==> src/rtl/counter_pkg.sv <==
// Shared constants and helpers for the parametrised counter family.
package counter_pkg;

    localparam logic DIR_DOWN  = 1'b0;
    localparam logic DIR_UP    = 1'b1;
    localparam logic MODE_WRAP = 1'b0;
    localparam logic MODE_SAT  = 1'b1;

    // Ceiling log2; returns 0 for inputs of 0 or 1.
    function automatic int unsigned clog2(input int unsigned v);
        int unsigned r;
        r = 0;
        for (int i = 0; i < 32; i++) begin
            if ((64'd1 << i) < 64'(v)) begin
                r = unsigned'(i) + 1;
            end
        end
        return r;
    endfunction

endpackage

==> src/rtl/counter_prescaler.sv <==
// Enable prescaler: emits one tick every PRESCALE enabled clocks.
module counter_prescaler
    import counter_pkg::*;
#(
    parameter int unsigned PRESCALE = 1
) (
    input  logic clk,
    input  logic reset,
    input  logic en,
    input  logic clr,
    output logic tick
);

    localparam int unsigned PW = (PRESCALE > 1) ? clog2(PRESCALE) : 1;
    localparam logic [PW-1:0] LAST = PW'(PRESCALE - 1);

    logic [PW-1:0] pcnt;

    // With PRESCALE=1, pcnt stays at 0 and tick follows en directly.
    assign tick = en && (pcnt == LAST);

    always_ff @(posedge clk) begin
        if (reset || clr) begin
            pcnt <= '0;
        end else if (tick) begin
            pcnt <= '0;
        end else if (en) begin
            pcnt <= pcnt + PW'(1);
        end
    end

endmodule

==> src/rtl/param_counter.sv <==
// Up/down counter with programmable top, prescaled enable, load, wrap/saturate,
// terminal-count pulse and sticky overflow.
module param_counter
    import counter_pkg::*;
#(
    parameter int unsigned       WIDTH     = 8,
    parameter logic [WIDTH-1:0]  MAX_VAL   = {WIDTH{1'b1}},
    parameter int unsigned       PRESCALE  = 1,
    parameter logic [WIDTH-1:0]  RESET_VAL = '0
) (
    input  logic             clk,
    input  logic             reset,
    input  logic             en,
    input  logic             up_dn,
    input  logic             sat_mode,
    input  logic             load,
    input  logic [WIDTH-1:0] load_val,
    input  logic             clr_ovf,
    output logic [WIDTH-1:0] value,
    output logic             tc,
    output logic             ovf
);

    logic             tick;
    logic             step_c;
    logic             boundary_c;
    logic [WIDTH-1:0] load_clamped_c;
    logic [WIDTH-1:0] value_nxt;
    logic             tc_nxt;
    logic             ovf_nxt;

    // A load restarts the prescale period.
    counter_prescaler #(
        .PRESCALE (PRESCALE)
    ) u_prescaler (
        .clk   (clk),
        .reset (reset),
        .en    (en),
        .clr   (load),
        .tick  (tick)
    );

    assign load_clamped_c = (load_val > MAX_VAL) ? MAX_VAL : load_val;
    assign step_c         = tick && !load;

    // Next value; a blocked or wrapping step is a boundary step.
    always_comb begin
        value_nxt  = value;
        boundary_c = 1'b0;
        if (load) begin
            value_nxt = load_clamped_c;
        end else if (step_c) begin
            case (up_dn)
                DIR_UP: begin
                    if (value >= MAX_VAL) begin
                        boundary_c = 1'b1;
                        if (sat_mode == MODE_WRAP) begin
                            value_nxt = '0;
                        end
                    end else begin
                        value_nxt = value + WIDTH'(1);
                    end
                end
                DIR_DOWN: begin
                    if (value == '0) begin
                        boundary_c = 1'b1;
                        if (sat_mode != MODE_SAT) begin
                            value_nxt = MAX_VAL;
                        end
                    end else begin
                        value_nxt = value - WIDTH'(1);
                    end
                end
                default: begin
                    value_nxt = value;
                end
            endcase
        end
        tc_nxt  = boundary_c;
        ovf_nxt = boundary_c | (ovf & ~clr_ovf);
    end

    always_ff @(posedge clk) begin
        if (reset) begin
            value <= RESET_VAL;
            tc    <= 1'b0;
            ovf   <= 1'b0;
        end else begin
            value <= value_nxt;
            tc    <= tc_nxt;
            ovf   <= ovf_nxt;
        end
    end

endmodule

==> config.mk <==
export PLATFORM = sky130hd
export DESIGN_NAME = param_counter
export DESIGN_NICKNAME = d
export VERILOG_FILES = /design/src/rtl/counter_pkg.sv /design/src/rtl/counter_prescaler.sv /design/src/rtl/param_counter.sv
export SDC_FILE = /design/constraint.sdc
export NUM_CORES = 1
export LEC_CHECK = 0
export CORE_ASPECT_RATIO = 1.1
export CORE_MARGIN = 2
export CORE_UTILIZATION = 51
export CTS_BUF_LIST = sky130_fd_sc_hd__clkbuf_4 sky130_fd_sc_hd__clkbuf_8 sky130_fd_sc_hd__clkbuf_16
export DETAILED_ROUTE_END_ITERATION = 8
export GPL_TIMING_DRIVEN = 0
export PLACE_DENSITY = 0.86
export SKIP_CTS_REPAIR_TIMING = 1
export SYNTH_ARGS = -nofsm -noshare
export SYNTH_HDL_FRONTEND = slang
export SYNTH_SLANG_ARGS = --single-unit
==> constraint.sdc <==
create_clock -name clk -period 4.4 [get_ports clk]
set_input_delay 1.32 -clock clk [delete_from_list [all_inputs] [get_ports clk]]
set_output_delay 1.32 -clock clk [all_outputs]
set_load 0.02 [all_outputs]
==> key figures <==
Outcome
  • Status: finished clean

Logic synthesis
  • Share of Yosys cell area claimed by the top area cell type: 23.53%
  • Number of flops mapped to enable cells by yosys: 0
  • Mapped Cells: ~120
  • Biggest area consumer among synthesized cells: dfxtp_1
  • Most used flip-flop cell after synthesis: dfxtp_1
  • Post-synth cell types: around 50
  • Post-Synthesis Net Count: around 130
  • Synthesis-stage register bit count: 11
  • Synth Cell Area: just over 900 um2
  • YS warnings: 0
  • Register area share after synthesis: 23.53%
  • Synth Area per Inst: ~8.1 um2
  • Share of synthesized flip-flops with an asynchronous set or reset: 0%
  • Leading cell types by total area after synthesis: dfxtp_1, ha_1, inv_1, nor2_1, nand4_1

CTS
  • Clock transition at path regs: approximately 70 ps
  • Clock sink count: 11
  • Skew-Pair Late Insertion Delay: around 280 ps
  • CTS tree: yes
  • Max H-tree Level: 1
  • CTS Buf Count: 3
  • Clk buf depth: 2
  • Root buf cell: clkbuf_4

Global route
  • Global-route wire length before repair: 4333 um
  • Vias in the first global route: slightly below 1000
  • Total gr overflow: 0
  • Initial antenna violation count: 0
  • GRT Resource Usage Total: around a quarter
  • Largest net degree at the start of global routing: 11

Critical path
  • CP max FO: 10
  • Crit Path Class: input pin to register
  • Setup crit start kind: input pin
  • Critical path cell sequence: clkdlybuf4s50_1 > clkbuf_1 > nand4_1 > o32a_1 > nor2b_1 > o31ai_1 > a221oi_2
  • Max stage delay cell, worst path: clkdlybuf4s50_1
  • Critical path's largest stage delay: approximately 550 ps
  • WP data arrival: between 3000 and 4000 ps
  • Crit path capture type: register
  • Worst EP required: ~4600 ps

Timing
  • Final setup vio count: 0
  • RSZ-0062 raised after global routing: false
  • Worst slew pin tran: between 500 and 600 ps
  • Slew headroom: between 60 and 70%
  • Final hold slack: ~480 ps
  • Slew Limit Fails: 0
  • Final Hold Fails: 0
  • Setup TNS: 0 ps
  • Final period utilization: roughly two thirds
  • Worst Skew: approximately 4.7 ps
  • Period minus WS final: about 3000 ps
  • Max frequency: approximately 0.34 GHz

Cells and area
  • Diodes inserted: 0
  • Fill cell count: 149
  • Layout cell share with drive strength beyond 1: between 10% and 20%
  • Design area: ~0.0012 mm2
  • Layout area overhead: 31.28%
  • Layout net count: approximately 160

Floorplanning
  • DIE AREA: 0.002194 mm2
  • Die height: 48.93 um
  • I/O pins: 25
  • Placement row count: 16
  • Initial Util: between 50% and 60%
  • Die W: 44.85 um
  • Core region area: between 0.0015 and 0.002 mm2

Routing
  • DRT antenna net count: 0
  • Post-Route WL: 2521 um
  • Total vias in the final route: ~1100
  • First-pass iteration count of the detailed router: 4
  • Iteration-0 DRC Markers: 49
  • Vias/cell: ~6.5
  • Wire per inst: 15.56 um
  • DRC Markers: 0

Placed design
  • DP HPWL: between 1500 and 2000 um
  • IO Port Bufs: 24
  • RD Place Congestion: between 0.9 and 1
  • Dpl cell area: between 0.001 and 0.0015 mm2

Job
  • # Max-Cap Violations: 0

Pwr
  • Total Power: between 300 and 400 uW
  • Maximum vdd ir drop: between 0.0002 and 0.00025 V
  • Pleak: between 0.0004 and 0.0005 uW
  • PD cells: 252.4 mW/mm2

Hold path
  • Hold WC Path Type: register to register
## path summary, 6_finish.rpt
| check | from | to | slack, ps | cells past startpoint |
|---|---|---|---|---|
| max | up_dn | value[5] | 1470 | 7 |
| min | ovf | ovf | 480 | 2 |
| max reg2reg | value[0] | value[2] | 2160 | 8 |
| min reg2reg | ovf | ovf | 480 | 2 |
## per-stage QoR
step / utilization [%] / setup slack, ps / std cells
final: 69.74 / 1474 / 162
after global placement: 68.04 / 1253 / 158
after detailed placement: 68.04 / 1205 / 158
after global routing: 69.74 / 1375 / 162
after CTS: 69.74 / 1503 / 162
after floorplan: - / 1944 / 116
## cell type report
type | count | area, um2 | area share, %
flip-flops and latches | 11 | 220.2 | 17.92
multi-input cells | 87 | 631.9 | 51.43
plain buffers | 8 | 46.29 | 3.768
inverters | 10 | 37.54 | 3.055
well taps | 18 | 22.52 | 1.833
repair buffers | 24 | 240.2 | 19.55
clock buffers | 4 | 30.03 | 2.444
## routing by layer
layer  part of all wire, %  GRT usage (%)
met2                    52          43.00
met3                   6.9          6.296
met1                    39          31.26
met4                   2.0          11.76
met5                     0              0
## synthesized netlist by cell type (2+ instances only)
cell type	n
dfxtp_1	11
inv_1	10
nor2_1	10
o21ai_0	6
a21oi_1	5
nand2_1	5
nand4_1	5
clkbuf_1	4
nand2b_1	4
ha_1	3
nand3_1	3
o211ai_1	3
o31ai_1	3
a311oi_1	2
buf_4	2
nor2b_1	2
o21ai_1	2
or2_2	2
or3_1	2
## placed cells by master, fill, tap and decap left out, types with 3 or more instances in the layout
| cell type | instances |
|---|---|
| nand2_1 | 5 |
| dfxtp_1 | 11 |
| inv_1 | 10 |
| ha_1 | 3 |
| nand2b_1 | 4 |
| clkbuf_4 | 4 |
| clkdlybuf4s50_1 | 24 |
| o31ai_1 | 3 |
| o211ai_1 | 3 |
| nor2_1 | 10 |
| a21oi_1 | 5 |
| clkbuf_1 | 4 |
| o21ai_0 | 6 |
| nand3_1 | 3 |
| nand4_1 | 5 |
## registers in the layout, indices dropped and copies added (netlist names)
name / count
ovf: 1
tc: 1
u_prescaler.pcnt: 1
value: 8
## report_power, final
part,switching [uW],internal [uW],leakage [uW]
clock,37.1,41.4,0.0000184
combinational,59.7,55.2,0.000345
sequential,10.5,106,0.0000908
## cell families (layout without fill, tap and decap cells)
group | after synthesis | in the layout | share of synthesized area, %
xor+xnor | 1 | 1 | 0.9360
simple gates | 41 | 41 | 27.14
compound gates | 41 | 41 | 34.36
fa+ha+maj | 3 | 3 | 4.011
flops | 11 | 11 | 23.53
buf+inv | 18 | 46 | 8.956
mux | 1 | 1 | 1.070
## critical path: cells and delay by family
kind / cells / cell delay (ps)
buf+inv: 2 / 910
simple gates: 2 / 290
compound gates: 3 / 560
Note: power is estimated with default switching activity, not from simulation.
